--- config.mk ---
export PLATFORM = sky130hd
export DESIGN_NAME = pipeline_hazard_scheduler
export DESIGN_NICKNAME = d
export VERILOG_FILES = /design/src/rtl/pipeline_hazard_scheduler.sv
export SDC_FILE = /design/constraint.sdc
export NUM_CORES = 1
export LEC_CHECK = 0
export ABC_AREA = 1
export CORE_MARGIN = 4
export CORE_UTILIZATION = 51
export DETAILED_ROUTE_END_ITERATION = 10
export GPL_TIMING_DRIVEN = 0
export PLACE_DENSITY = 0.79
export SYNTH_ARGS = -nofsm -noshare
export SYNTH_HDL_FRONTEND = slang
export SYNTH_SLANG_ARGS = --single-unit
--- constraint.sdc ---
create_clock -name clock -period 1.8 [get_ports clock]
set_input_delay 0.18 -clock clock [delete_from_list [all_inputs] [get_ports clock]]
set_output_delay 0.18 -clock clock [all_outputs]
set_load 0.03 [all_outputs]
--- src/rtl/pipeline_hazard_scheduler.sv ---
// Stall/flush scheduler for a 5-stage pipeline without forwarding.
// It tracks in-flight destination registers and can drain the pipeline and freeze it on request.
module pipeline_hazard_scheduler #(
    parameter int DEPTH = 3,
    parameter int CNT_W = 16
) (
    input  logic             clock,
    input  logic             reset,
    input  logic             id_valid,
    input  logic [4:0]       id_rs1,
    input  logic [4:0]       id_rs2,
    input  logic             id_uses_rs1,
    input  logic             id_uses_rs2,
    input  logic [4:0]       id_rd,
    input  logic             id_reg_write,
    input  logic             id_branch_taken,
    input  logic             drain_req,
    output logic             pc_enable,
    output logic             if_id_enable,
    output logic             id_ex_bubble,
    output logic             if_flush,
    output logic             halted,
    output logic [CNT_W-1:0] stall_cycles
);

    typedef enum logic [1:0] {
        RUN    = 2'd0,
        DRAIN  = 2'd1,
        HALTED = 2'd2
    } state_t;

    state_t           state_reg;
    state_t           state_next;
    logic [DEPTH-1:0] slot_v_reg;
    logic [4:0]       slot_rd_reg [DEPTH];
    logic [DEPTH-1:0] slot_hit;
    logic [CNT_W-1:0] stall_cycles_reg;
    logic             hazard;
    logic             issue;
    logic             pending_write;

    // A source of x0 never matches because x0 is never marked pending.
    generate
        for (genvar gi = 0; gi < DEPTH; gi++) begin : g_hit
            assign slot_hit[gi] = slot_v_reg[gi] &&
                ((id_uses_rs1 && (id_rs1 != 5'd0) && (slot_rd_reg[gi] == id_rs1)) ||
                 (id_uses_rs2 && (id_rs2 != 5'd0) && (slot_rd_reg[gi] == id_rs2)));
        end
    endgenerate

    assign hazard        = id_valid && (|slot_hit);
    assign issue         = id_valid && !hazard && (state_reg == RUN);
    assign pending_write = issue && id_reg_write && (id_rd != 5'd0);

    // Slot 0 is EX, slot DEPTH-1 is WB; entries advance one stage per clock.
    generate
        for (genvar gi = 0; gi < DEPTH; gi++) begin : g_slot
            always_ff @(posedge clock) begin
                if (reset) begin
                    slot_v_reg[gi]  <= 1'b0;
                    slot_rd_reg[gi] <= 5'd0;
                end else if (gi == 0) begin
                    slot_v_reg[gi]  <= pending_write;
                    slot_rd_reg[gi] <= issue ? id_rd : 5'd0;
                end else begin
                    slot_v_reg[gi]  <= slot_v_reg[gi-1];
                    slot_rd_reg[gi] <= slot_rd_reg[gi-1];
                end
            end
        end
    endgenerate

    always_ff @(posedge clock) begin
        if (reset) begin
            state_reg        <= RUN;
            stall_cycles_reg <= '0;
        end else begin
            state_reg <= state_next;
            if ((state_reg == RUN) && hazard && (stall_cycles_reg != {CNT_W{1'b1}})) begin
                stall_cycles_reg <= stall_cycles_reg + 1'b1;
            end
        end
    end

    always_comb begin
        state_next = state_reg;
        case (state_reg)
            RUN:     if (drain_req) state_next = DRAIN;
            DRAIN:   begin
                if (!drain_req) begin
                    state_next = RUN;
                end else if (slot_v_reg == '0) begin
                    state_next = HALTED;
                end
            end
            HALTED:  if (!drain_req) state_next = RUN;
            default: state_next = RUN;
        endcase
    end

    // Everything is frozen unless running hazard-free; the ID instruction is simply held.
    always_comb begin
        pc_enable    = 1'b0;
        if_id_enable = 1'b0;
        id_ex_bubble = 1'b1;
        if_flush     = 1'b0;
        halted       = 1'b0;
        if (!reset) begin
            halted = (state_reg == HALTED);
            if ((state_reg == RUN) && !hazard) begin
                pc_enable    = 1'b1;
                if_id_enable = 1'b1;
                id_ex_bubble = !id_valid;
                if_flush     = id_valid && id_branch_taken;
            end
        end
    end

    assign stall_cycles = stall_cycles_reg;

endmodule
Yosys cells after proc, flatten, opt, wreduce, memory -nomap -nowiden
Memory sizes are Yosys's and may differ from the RTL's.
Index checks and enable logic that the tools add are counted.
- output and inout bits: 21
- memory bits (writable): 15
- register bits: 21
- word-level logic and storage cells: 73
- memories kept: 1
- reductions and logical operators: 32
- equality and inequality tests: 12
- mux-type cells: 19
- add/subtract/negate cells: 1
- bitwise gates (word level): 3
- memories (name ; words ; bits a word ; read ports ; clocked after memory_dff ; write ports ; line ; source):
    slot_rd_reg ; 3 ; 5 ; 3 ; 0 ; 3 ; 35 ; logic [4:0] slot_rd_reg [DEPTH];
- operators with widths (kind ; count):
    == test 5 bit ; 6
    logical AND 1 bit ; 20
    two-way mux 5 bit ; 4
    adder 16 x 1 -> 16 bit, second input constant ; 1
    != test 16 bit, second input constant ; 1
    nonzero test 5 bit ; 3
    two-way mux 1 bit ; 10
    two-way mux 2 bit ; 4
    one-hot mux 2 bit (3 select lines) ; 1
    != test 2 bit, second input constant ; 2
    zero test 3 bit ; 1
    logical OR 1 bit ; 3
    != test 3 bit, second input constant ; 1
    bitwise OR 1 bit ; 3
    AND reduction 3 bit ; 1
    OR reduction 3 bit ; 1
    == test 2 x 1 -> 1 bit, second input constant ; 1
    == test 2 bit, second input constant ; 1
    zero test 1 bit ; 2
    zero test 2 bit ; 1

Logic depth before layout (Yosys ltp)
- depth after elaboration: 12
- mapped depth: 14
- depth with buffers taken out: 13

Worst setup path after synthesis
OpenSTA, ideal clock, no wires.
- path type: register to output
- from: memory slot_rd_reg[1][1]
- to: output port pc_enable
- cell stages (with the launch flop): 14
- data arrival time: 1745 ps
- slack: -125 ps
- buffers on the path: 1
- data required time: 1620 ps
- cell sequence: dfxtp_1 inv_1 nand2_1 nand2_1 nand2_1 nor2_1 nand3_1 nand2_1 nand2_2 nand3_4 nand2_2 nand2_1 nor2_1 buf_4
- RTL lines (element ; line ; source):
    start: declaration ; 35 ;
    end: declaration ; 18 ; output logic pc_enable,

==> out/results.tsv <==
stage	metric	value	unit
outcome	status	finished, violations left	
outcome	violations	negative setup slack	
final_layout	post-route-util	71.11	%
final_layout	antennaDiodeCount	0	
timing	worstMarginPinSlew	0.5885	ns
synth	syn_nets	357	
timing	rsz0062_at_grt	true	
critical_path	r2r_end	stall_cycles[0]	
critical_path	crit_slowest_cell	dfxtp_2	
critical_path	crit_type	flip-flop to primary output	
synth	synth_cell_types	30	
timing	fin_crit_sh	105.6	%
critical_path	path_cells	inv_2, nand2_1, nand2_1, nand2_1, nor2_1, nand3_1, nand2_1, nand2_2, nand3_4, nand2_4, nand2_4, nor2_4, buf_6, buf_6	
placed_design	gp_congestion	0.8629	
drt	route.detailed.drc	0	
pwr	peakVddDrop	459.3	uV
critical_path	reg2reg_depth	11	
worst_hold_path	min_from	reset	
drt	wl_per_cell	12.39	um
synth	synth_edf_count	0	
pwr	finalPower	1.704	mW
critical_path	cp.arrival	1.72	ns
timing	report.final.setup_viol	3	
placed_design	io_buffers	41	
floorplanning	die_h	73.15	um
clock_tree	cts_buffers	5	
synth	async_reset_ff_share	0	%
synth	synth_ff_type	dfxtp_1	
synth	syn_inst	333	
grt	grt-busiest-layer	met2	
floorplanning	rows	23	
timing	maxSlewHeadroom	60.62	%
final_layout	largest_reg_flops	16	
timing	post-route-min-period	1.900	ns
synth	syn_avg_cell_area	6.500	um^2
critical_path	rrSetupSlack	0.10	ns
clock_tree	clkTransAtPathRegs	0.07	ns
critical_path	path_max_fanout	3	
timing	fin_skew	0.004021	ns
synth	netlist_area	2165	um^2
timing	fin_ws	-0.1001	ns
floorplanning	start_util	53.35	%
synth	yosysSeqAreaShare	33.29	%
timing	slew_viol_final	0	
critical_path	cp-end-kind	primary output	
synth	synth-seq-cells	36	
clock_tree	h-tree-depth	2	
final_layout	mostFrequentLayoutCell	nand2_1	
grt	antenna_found_initial	0	
drt	final_antenna_net_count	0	
clock_tree	cts_num_sinks	36	
pwr	p_leak	1.320	nW
grt	met2_usage	33.96	%
floorplanning	io_pins	44	
worst_hold_path	holdPathEnd	slot_rd_reg[2][1]	
final_layout	nets	410	
final_layout	final_cell_mix	nand2_1, nor2_1, inv_1	
job	max_cap_viol_count	0	
worst_hold_path	hold_depth	2	
drt	via_count	2167	
final_layout	area_growth	33.29	%
critical_path	worstPathRequired	1.62	ns
placed_design	dp.cells	424	
clock_tree	cts_tree	built	
timing	max_freq	0.5263	GHz
critical_path	cp_slowest_stage_delay	0.33	ns
grt	grt.met3_usage	4.408	%
floorplanning	fp.dieArea	5351	um^2
drt	routed_wl	5401	um
grt	grt_overflow	0	
placed_design	placed_area	2645	um^2
drt	via_per_inst	4.970	
critical_path	crit_top_cell	nand2_1	
placed_design	dpl.hpwl	3885	um
drt	drt-initial-drc-count	145	
final_layout	finalNonFillerCells	436	
final_layout	design_area	2885	um^2
worst_hold_path	hold_class	input pin to flip-flop	
floorplanning	die_x	73.15	um
grt	grt_use_met1	29.86	%
pwr	cellPowerDensity	590.4	nW/um^2
timing	finalSetupTns	-0.2259	ns
critical_path	timing.rr.start	stall_cycles[6]	
grt	grt_max_degree	11	
critical_path	worstSetupStartpointType	flip-flop	
grt	grt_pass1_wl	9080	um
clock_tree	clock_latency	0.29	ns
clock_tree	root_buffer	clkbuf_8	
grt	track_usage	21.83	%
drt	firstDrtPassIters	4	
final_layout	drive_above_1_share	19.17	%
synth	yosys_warnings	0	
clock_tree	cts.path.max_buffers	2	
grt	first_global_vias	2052	
timing	hold_viol	0	
floorplanning	core	4058	um^2
-- cell usage after synthesis, types with 2 or more instances --
library cell,count,share of area (%)
nand2_1,81,14
nor2_1,70,12
inv_1,50,8.7
dfxtp_1,36,33
xor2_1,20,8.1
nand4_1,18,5.2
nand3_1,17,3.9
xnor2_1,6,2.4
clkbuf_1,3,0.52
inv_2,3,0.52
nand2_2,3,0.87
nor2_2,3,0.87
nor3_1,3,0.69
buf_2,2,0.46
nand3_4,2,1.6
nor4_1,2,0.58
-- report_power, final --
group / switching [mW] / internal (mW) / leakage, nW
Sequential: 0.0132 / 0.808 / 0.300
Clock: 0.290 / 0.341 / 0.0503
Combinational: 0.147 / 0.105 / 0.970
Total: 0.449 / 1.25 / 1.32
-- worst max-delay path: cells and delay by family, from the launching register on --
| family | cells | cell delay [ns] |
|---|---|---|
| buf+inv | 3 | 0.33 |
| flops | 1 | 0.33 |
| simple gates | 11 | 0.78 |
-- per-layer routing --
| layer | vias up | part of all wire, % | routed length (um) |
|---|---|---|---|
| li1 | 1119 | - | - |
| met1 | 991 | 47 | 2535 |
| met2 | 49 | 47 | 2558 |
| met5 | - | 0 | 0 |
| met4 | 0 | 1.6 | 86 |
| met3 | 8 | 4.1 | 220 |
-- stage by stage --
step	hold WS, ns	setup WS [ns]
detailed placement	0.4468	-0.9632
global placement	0.4395	-0.9730
global route	0.2654	-0.1988
CTS	0.2444	-0.09245
floorplan	0.2922	0.04197
finish	0.2559	-0.1001
-- how the worst max path moves through the flow --
| stage | start | endpoint | slack, ns | cells past startpoint |
|---|---|---|---|---|
| after CTS | slot_rd_reg[1][1] | pc_enable | -0.09 | 14 |
| after detailed placement | id_rs1[1] | pc_enable | -0.96 | 14 |
| final | slot_rd_reg[1][0] | pc_enable | -0.10 | 14 |
| after global placement | id_rs1[1] | pc_enable | -0.97 | 14 |
| after floorplan | slot_rd_reg[1][1] | pc_enable | 0.04 | 13 |
| after global routing | slot_rd_reg[2][0] | pc_enable | -0.20 | 12 |
-- cell families after synthesis --
group           after synthesis  synth area share, %
simple gates                204                42.60
flops                        36                33.29
buf+inv                      64                12.37
compound gates                2               0.6357
fa+ha+maj                     1               0.5779
xor+xnor                     26                10.52
-- area by class of cell --
| type | instances | area, um^2 |
|---|---|---|
| Inverter | 55 | 209.0 |
| Clock buffer | 7 | 96.34 |
| Timing Repair Buffer | 46 | 429.2 |
| Fill cell | 348 | 1172 |
| Buffer | 9 | 62.56 |
| Tap cell | 50 | 62.56 |
| Multi-Input combinational cell | 233 | 1277 |
| Sequential cell | 36 | 748.2 |
-- timing repair --
item,CTS,global route
endpoints found under the setup margin,4,21
cloned,0,0
pin swaps,8,7
gates resized for setup,55,30
hold buffers,0,0
buffers inserted,4,1
Note: power is estimated with default switching activity, not from simulation.
